===== src/rtl/demux_3x8.sv =====
// demux_3x8: registered 3-to-8 one-hot (or one-cold) channel-select decoder.
// The select code presented with en=1 appears on out one clock later.
// An optional sticky hit-status register records which channels were selected.
//
// Parameters:
//   ACTIVE_LOW : 0 = selected line high, others low; 1 = selected line low, others high
// Ports:
//   clk     : rising-edge clock for all state
//   rst_n   : asynchronous active-low reset
//   en      : decode enable, sampled on clk
//   in      : select code 0..7
//   clr_hit : synchronous clear of hit status
//   out     : registered one-hot / one-cold channel select
//   out_vld : registered, high when out carries a decoded selection
//   hit     : sticky per-channel selection record, always active-high
// Build option:
//   DEMUX_3X8_HIT_STATUS_EN : defined = hit register and clr_hit implemented;
//                             undefined = hit tied to zero, clr_hit ignored.
module demux_3x8 #(
  parameter bit ACTIVE_LOW = 1'b0,
  localparam int unsigned SEL_W = 3,
  localparam int unsigned CH_W  = 8
) (
  input  logic             clk,
  input  logic             rst_n,
  input  logic             en,
  input  logic [SEL_W-1:0] in,
  input  logic             clr_hit,
  output logic [CH_W-1:0]  out,
  output logic             out_vld,
  output logic [CH_W-1:0]  hit
);

  // All-inactive level of out for the chosen polarity.
  localparam logic [CH_W-1:0] IDLE = {CH_W{ACTIVE_LOW}};

  logic [CH_W-1:0] sel_c;

  // Active-high one-hot decode of the select code.
  always_comb begin
    sel_c = CH_W'(1) << in;
  end

  // Output register; XOR with IDLE applies the polarity.
  always_ff @(posedge clk or negedge rst_n) begin
    if (!rst_n) begin
      out     <= IDLE;
      out_vld <= 1'b0;
    end else begin
      out     <= en ? (sel_c ^ IDLE) : IDLE;
      out_vld <= en;
    end
  end

`ifdef DEMUX_3X8_HIT_STATUS_EN
  // Sticky hit record; clear takes priority over a same-cycle selection.
  always_ff @(posedge clk or negedge rst_n) begin
    if (!rst_n) begin
      hit <= '0;
    end else if (clr_hit) begin
      hit <= '0;
    end else if (en) begin
      hit <= hit | sel_c;
    end
  end
`else
  // Feature absent: hit reads zero and clr_hit has no effect.
  logic unused_clr_hit;
  assign unused_clr_hit = clr_hit;
  assign hit = '0;
`endif

endmodule


===== config.mk =====
export PLATFORM = sky130hd
export DESIGN_NAME = demux_3x8
export DESIGN_NICKNAME = d
export VERILOG_FILES = /design/src/rtl/demux_3x8.sv
export SDC_FILE = /design/constraint.sdc
export NUM_CORES = 1
export LEC_CHECK = 0
export ABC_AREA = 0
export BUFFER_PORTS_ARGS = -buffer_cell sky130_fd_sc_hd__buf_2
export CAP_MARGIN = 15
export CORE_AREA = 2 2 39 41
export CTS_CLUSTER_SIZE = 12
export DETAILED_ROUTE_END_ITERATION = 8
export DIE_AREA = 0 0 41 43
export GPL_TIMING_DRIVEN = 0
export MAX_ROUTING_LAYER = met4
export PLACE_DENSITY_LB_ADDON = 0.2
export SYNTH_ARGS = -nofsm -noshare
export SYNTH_HDL_FRONTEND = slang
export SYNTH_SLANG_ARGS = --single-unit

===== constraint.sdc =====
create_clock -name clk -period 0.8 [get_ports clk]
set_clock_uncertainty 0.2 [all_clocks]
set_input_delay 0.12 -clock clk [delete_from_list [all_inputs] [get_ports clk]]
set_output_delay 0.12 -clock clk [all_outputs]
set_load 0.05 [all_outputs]

==> impl_metrics.yaml, run 1 <==
outcome:
  status: "finished, violations left"
  failed_checks: "hold timing, setup timing"
worst_setup_path:
  critPathMaxFanout: 1
  crit_start: "out[0]"
  cp-start-kind: "register"
  required_ps: 480
  critPathArrivalTime_ps: 800
  path_class: "reg2out"
  critical_path_buf_inv_count: 1
  cp_cell_sequence: "buf_6"
  cp_top_family: "flip-flops"
  cp_slowest_stage_delay_ps: 390
  crit_slowest_cell: "dfrtp_2"
  end_kind: "output port"
grt:
  grt_start_max_net_pins: 10
  grt_pass1_vias: 232
  antenna_found_initial: 0
  grt_usage: 0.0810
  grt_overflow: 0
  grt_pass1_wl_um: 903
detailed_routing:
  drt_wl_total_um: 579
  post_drt_wl_per_cell_um: 8.51
  via_per_inst: 3.82
  num_vias: 260
  drt.antenna.violating_nets: 0
  initialDrtViolationCount: 0
  first_pass_iters: 1
  drc_errors: 0
timing:
  setup_viol: 9
  drv_slew: 0
  fin_crit_sh: 1.39
  fin_ws_ps: -316
  fmax_ghz: 0.896
  rsz0062_at_grt: "true"
  hold_viol_final: 2
  fin_hold_ws_ps: -145
  period_needed_ps: 1120
placement:
  dpl_cell_area_um2: 513
  globalplace.congestion: 0.600
  dpl_worst_slack_ps: -90.7
  post-dp-hpwl_um: 484
  io_buffers: 14
  dp.cells: 63
clocking:
  post_cts_buffers: 0
  cts_htree_levels: 1
  cts_buffer_depth: 2
  cts_buffers: 3
  cts_sinks: 9
  cts_tree: "done"
  clk_pin_slew_ps: 50
  hold_buffers: 1
  root_buffer: "clkbuf_4"
power_and_ir_drop:
  power_density_nw_per_um2: 1730
  p_leak_nw: 0.305
  peakVddDrop_mv: 0.707
final_layout:
  layout.cells.non_filler: 68
  fin_nets: 60
  drive_above_1_share: 0.808
  synthToLayoutAreaGrowth_pct: 57.1
  post-route-util: 0.438
  final_area_um2: 606
  num_antenna_cells: 0
die:
  fp-row-count: 14
  ioPinCount: 24
  die_x_um: 41
  core_um2: 1380
  start_util: 0.278
  dieArea_um2: 1760
  fp.dieH_um: 43
job:
  drv_cap: 0
synth:
  synthDistinctLibCells: 7
  yosysWarnings: 0
  syn-cell-area_um2: 385
  yosysSeqAreaShare: 0.584
  synth_seq_cells: 9
  syn-instance-count: 26
  syn_avg_cell_area_um2: 14.8
worst_hold_path:
  hp-start: "en"
  hold_path_class: "in2reg"
## cell usage after synthesis
cell,instances,share of area
conb_1,1,0.0097
and4_2,1,0.026
nor4b_2,1,0.039
and4bb_2,3,0.097
dfrtp_1,9,0.58
and4b_2,3,0.088
buf_4,8,0.16
## final timing paths
path	end	slack, ps	cells past startpoint
max in group asynchronous	out[2]	180	2
setup / recovery	out[0]	-320	1
min in group asynchronous	out[3]	30	2
hold / removal	out_vld	-150	1
## report_power, final
part,internal (mW),switching [mW],leakage (nW),total [mW]
Sequential,0.470,0.00544,0.108,0.476
Combinational,0.0773,0.167,0.182,0.244
Clock,0.191,0.137,0.0150,0.327
## repair_timing
action	4_1_cts	5_1_grt
resized for setup	18	0
setup endpoints to repair	9	9
hold endpoints to repair	11	2
## layer usage
layer  part of all wire  global-route usage
met3              0.097              0.0157
met4              0.026              0.0800
met2               0.51               0.122
met1               0.36              0.0795
met5                  0                   -
## cell type report
cell class / instances / area [um^2]
plain buffers: 8 / 60.1
clock buffers: 4 / 26.3
fillers: 132 / 778
multi-input cells: 16 / 126
flip-flops and latches: 9 / 236
well taps: 16 / 20.0
repair buffers: 15 / 136
## metrics by stage
| stage | power (mW) | TNS [ps] |
|---|---|---|
| 5_1_grt | 1.10 | -3070 |
| 3_3_place_gp | 0.704 | -943 |
| 6_report | 1.05 | -2800 |
| 3_5_place_dp | 0.705 | -991 |
| 2_1_floorplan | 0.657 | -42.1 |
| 4_1_cts | 1.07 | -2930 |
## layout by cell type (no fill, tap or decap), drive strengths merged
master / instances
clkbuf: 4
conb: 8
and4: 1
dlygate4sd3: 1
nor4b: 1
buf: 22
dfrtp: 9
and4bb: 3
and4b: 3
## logic make-up after synthesis
group	count (synthesis)	share of synthesized area
simple gates	8	0.250
flops	9	0.584
other cells	1	0.00973
buf+inv	8	0.156
## flip-flops by register name, indices dropped and copies added, names as in the netlist
register  count
out           8
out_vld       1
Note: power is estimated with default switching activity, not from simulation.
==> run 2: changes to the inputs <==
Settings changed: ABC_AREA 0 to 1.
==> run 2 against run 1 <==
- the flow still finishes with violations (hold timing, setup timing)
- synthesized area down 8.4%
- worst hold slack worse by 51 ps
- critical path type unchanged
- fmax down 0.95%
- critical endpoint is now out[7]
==> impl_metrics.yaml, run 2 <==
outcome:
  status: "finished, violations left"
  failed_checks: "hold timing, setup timing"
final_layout:
  drive_above_1_share: 0.557
  num_antenna_cells: 0
  multi_input_area_um2: 82.6
  final_cell_mix: "dfrtp_2, buf_6, nor2_1, buf_4, conb_1"
  layout.cells.non_filler: 77
  register_area_um2: 236
  fin_nets: 69
  top_register: "out"
  synthToLayoutAreaGrowth_pct: 62.4
  largest_register_ffs: 8
  top_regs: "out (8), out_vld (1)"
  fillers: 134
detailed_routing:
  post_drt_wl_per_cell_um: 7.69
  dr.max_layer_used: "met4"
  drc_errors: 0
  met3_wirelength_um: 40
  drt_wl_total_um: 592
  num_vias: 286
  via_per_inst: 3.71
  initialDrtViolationCount: 3
  wl_met2_um: 353
  drt.antenna.violating_nets: 0
  first_pass_iters: 5
  wl_met1_um: 174
grt:
  grt_pass1_wl_um: 945
  grt_start_max_net_pins: 10
  grt_usage: 0.0954
  grt_pass1_vias: 248
  antenna_found_initial: 0
  grt_overflow: 0
power_and_ir_drop:
  power_density_nw_per_um2: 1840
  pwr-share-clk: 0.320
  swShare: 0.304
  pwr-share-comb: 0.228
  power_switching_mw: 0.320
  p_leak_nw: 0.312
  p_seq_frac: 0.452
  total_power_mw: 1.05
  peakVddDrop_mv: 0.526
  internal-power_mw: 0.732
worst_setup_path:
  cp_slowest_stage_delay_ps: 400
  cp-start-kind: "register"
  critPathMaxFanout: 1
  required_ps: 480
  cp_top_family: "flip-flops"
  path_class: "reg2out"
  critical_path_buf_inv_count: 1
  critPathArrivalTime_ps: 810
  cp_cell_sequence: "buf_6"
  end_kind: "output port"
  crit_slowest_cell: "dfrtp_2"
synth:
  yosysWarnings: 0
  synthTopCellsByCount: "dfrtp_1, buf_4, nor2_1, nand2_1, inv_1"
  ys.flop_type: "dfrtp_1"
  ys_top_cells_by_area: "dfrtp_1, buf_4, nor2_1"
  syn-cell-area_um2: 353
  synth_edf_count: 0
  synth.largest_area_cell: "dfrtp_1"
  yosysMostFrequentCell: "dfrtp_1"
  synth_seq_cells: 9
  ys_async_sr_fraction: 1.00
  syn_avg_cell_area_um2: 10.1
  synthDistinctLibCells: 6
  yosysSeqAreaShare: 0.638
  synth_top_area_frac: 0.638
  syn-instance-count: 35
placement:
  io_buffers: 14
  dp.cells: 72
  dpl_worst_slack_ps: -106
  post-dp-hpwl_um: 494
  globalplace.congestion: 0.719
worst_hold_path:
  hold_path_end: "out_vld"
  holdPathStages: 1
  hold_path_class: "in2reg"
  hp-start: "en"
clocking:
  cts_sinks: 9
  cts_buffers: 3
  post_cts_buffers: 0
  hold_buffers: 1
  root_buffer: "clkbuf_4"
  cts_buffer_depth: 2
  cts_htree_levels: 1
  cts_tree: "done"
  clk_pin_slew_ps: 60
die:
  dieArea_um2: 1760
  ioPinCount: 24
  core_um2: 1380
  start_util: 0.255
  fp-row-count: 14
  fp.dieH_um: 43
  die_x_um: 41
timing:
  fin_hold_ws_ps: -196
  setup_viol: 9
  fin_crit_sh: 1.41
  rsz0062_at_grt: "true"
  drv_slew: 0
  fin_ws_ps: -326
  fmax_ghz: 0.888
  hold_viol_final: 9
  period_needed_ps: 1130
job:
  drv_cap: 0
run 2: cell count changes after synthesis:
cell / before / now
and4_2: 1 / 0
nor2_1: 0 / 8
nand2_1: 0 / 6
and4bb_2: 3 / 0
inv_1: 0 / 3
and4b_2: 3 / 0
nor4b_2: 1 / 0
run 2: cell families (layout without fill, tap and decap cells):
group | after synthesis | in the layout | synth area share
AND/OR/NAND/NOR | 14 | 14 | 0.149
buffers and inverters | 11 | 30 | 0.202
flip-flops | 9 | 9 | 0.638
other | 1 | 8 | 0.0106
run 2: what timing repair did:
action,in CTS,in global routing
gates resized for setup,18,0
endpoints found under the hold margin,18,9
setup endpoints to repair,9,9
run 2: final cells by class:
class,instances,share of cell area
plain buffers,8,0.105
repair buffers,15,0.238
clock buffers,4,0.0459
multi-input cells,22,0.144
well taps,16,0.0349
flip-flops and latches,9,0.413
inverters,3,0.0197
run 2: layer usage:
layer,track usage,up-vias
li1,-,137
met1,0.0726,134
met2,0.134,13
met3,0.0314,2
met4,0.140,0
met5,-,-
run 2: how the worst max path moves through the flow:
stage	start	endpoint	slack (ps)	cells after the start
after global placement	out[4]	out[4]	-90	1
after CTS	out[7]	out[7]	-340	1
final	out[7]	out[7]	-330	1
after floorplan	out[0]	out[0]	-5	0
after detailed placement	out[7]	out[7]	-110	1
after global routing	out[7]	out[7]	-350	1
run 2: metrics by stage:
step | cell area (um^2) | util | setup TNS [ps]
6_report | 573 | 0.414 | -2840
5_1_grt | 573 | 0.414 | -3090
4_1_cts | 573 | 0.414 | -2940
3_5_place_dp | 480 | 0.347 | -780
3_3_place_gp | 480 | 0.347 | -754
2_1_floorplan | 390 | - | -42.1
run 2: power groups by stage:
stage               combinational [mW]  clock (mW)  sequential (mW)
floorplan                        0.131           0            0.529
global placement                 0.220           0            0.481
detailed placement               0.220           0            0.481
CTS                              0.240       0.351            0.476
global route                     0.254       0.375            0.477
finish                           0.239       0.336            0.476
==> run 3: changes to the inputs <==
==> constraint.sdc (replaced) <==
create_clock -name clk -period 1.4 [get_ports clk]
set_clock_uncertainty 0.2 [all_clocks]
set_input_delay 0.42 -clock clk [delete_from_list [all_inputs] [get_ports clk]]
set_output_delay 0.42 -clock clk [all_outputs]
set_load 0.05 [all_outputs]
==> run 3 against run 2 <==
- the run now ends clean
- sequential share of layout area down 1.2 points
- worst hold slack better by 290 ps
- clock power down 43%
- count of clock-buffer cells in the layout unchanged
- final cell count unchanged
- first-iteration DRC count up 33%
- combinational power down 43%
- non-clock buffer count unchanged
- utilization down 0.81 points
- sequential power down 43%
- sequential cell count unchanged
- critical path depth unchanged
- critical path type unchanged
- largest cell class unchanged
==> impl_metrics.yaml, run 3 (synthesized netlist as in run 2, its figures left out) <==
grt:
  antenna_found_initial: 0
  grt_start_max_net_pins: 10
  grt_overflow: 0
  grt_pass1_wl_um: 910
  grt_usage: 0.0847
  grt_pass1_vias: 238
worst_setup_path:
  cp-start-kind: "register"
  cp_slowest_stage_delay_ps: 370
  cp_cell_sequence: "buf_6"
  critPathMaxFanout: 1
  required_ps: 780
  critical_path_buf_inv_count: 1
  path_class: "reg2out"
  cp_top_family: "flip-flops"
  critPathArrivalTime_ps: 780
  end_kind: "output port"
  crit_slowest_cell: "dfrtp_1"
timing:
  setup_viol: 0
  drv_slew: 0
  hold_viol_final: 0
  fin_crit_sh: 0.999
  period_needed_ps: 1400
  tns_ps: 0
  rsz0062_at_grt: "true"
  fin_hold_ws_ps: 97.4
  fmax_ghz: 0.715
die:
  ioPinCount: 24
  dieArea_um2: 1760
  die_x_um: 41
  fp-row-count: 14
  fp.dieH_um: 43
  core_um2: 1380
  start_util: 0.255
final_layout:
  largest_register_ffs: 8
  fin_nets: 69
  final_cell_mix: "dfrtp_1, buf_6, nor2_1, buf_4, conb_1"
  drive_above_1_share: 0.410
  fillers: 135
  top_register: "out"
  synthToLayoutAreaGrowth_pct: 59.2
  top_regs: "out (8), out_vld (1)"
  num_antenna_cells: 0
power_and_ir_drop:
  p_leak_nw: 0.326
  power_density_nw_per_um2: 1070
  peakVddDrop_mv: 0.361
placement:
  post-dp-hpwl_um: 470
  globalplace.congestion: 0.659
  io_buffers: 14
worst_hold_path:
  hold_path_class: "in2reg"
clocking:
  cts_buffer_depth: 2
  cts_sinks: 9
  root_buffer: "clkbuf_4"
  cts_htree_levels: 1
  clk_pin_slew_ps: 60
  cts_tree: "done"
  cts_buffers: 3
detailed_routing:
  drt_wl_total_um: 590
  initialDrtViolationCount: 4
  drc_errors: 0
  post_drt_wl_per_cell_um: 7.66
  first_pass_iters: 2
  drt.antenna.violating_nets: 0
  via_per_inst: 3.61
  num_vias: 278
outcome:
  status: "finished, final reports clean"
job:
  drv_cap: 0
run 3: cell counts in the layout (fill, tap and decap cells not counted):
No cell type changed its count.
run 3: metrics by stage:
step | utilization | setup slack, ps | instances | instance area, um^2 | power [mW]
6_report | 0.406 | 2.07 | 77 | 562 | 0.601
5_1_grt | 0.406 | -35.4 | 77 | 562 | 0.633
4_1_cts | 0.406 | -7.19 | 77 | 562 | 0.607
3_5_place_dp | 0.339 | 223 | 72 | 469 | 0.399
3_3_place_gp | 0.339 | 221 | 72 | 469 | 0.399
2_1_floorplan | - | 194 | 42 | 379 | 0.376
run 3: what timing repair did:
action	4_1_cts	5_1_grt
endpoints found under the setup margin	9	9
endpoints found under the hold margin	9	0
setup buffers	0	0
hold buffers	1	0
resized for setup	18	0
run 3: final timing paths:
kind / from / to / slack, ps / cells after the start
max in group asynchronous: rst_n / out[1] / 490 / 2
min: en / out_vld / 100 / 1
min in group asynchronous: rst_n / out_vld / 340 / 2
max: out[4] / out[4] / 2 / 1
run 3: layout make-up:
class | count | area (um^2) | share of cell area
buffer | 8 | 60.1 | 0.107
clock buffer | 4 | 26.3 | 0.0468
inverter | 3 | 11.3 | 0.0200
multi-input combinational | 22 | 82.6 | 0.147
sequential | 9 | 225 | 0.401
tap | 16 | 20.0 | 0.0356
timing repair buffer | 15 | 136 | 0.243
run 3: power breakdown:
| part | internal (mW) | total (mW) | leakage, nW | switching [mW] |
|---|---|---|---|---|
| clock network | 0.109 | 0.193 | 0.0150 | 0.0840 |
| registers | 0.268 | 0.271 | 0.121 | 0.00311 |
| logic | 0.0401 | 0.137 | 0.189 | 0.0972 |
| total | 0.417 | 0.601 | 0.326 | 0.184 |
run 3: metal layers:
layer	track usage	wire length [um]	up-vias
li1	-	-	137
met1	0.0749	204	127
met2	0.128	341	14
met3	0.0157	44	0
met4	0.100	0	0
met5	-	0	-
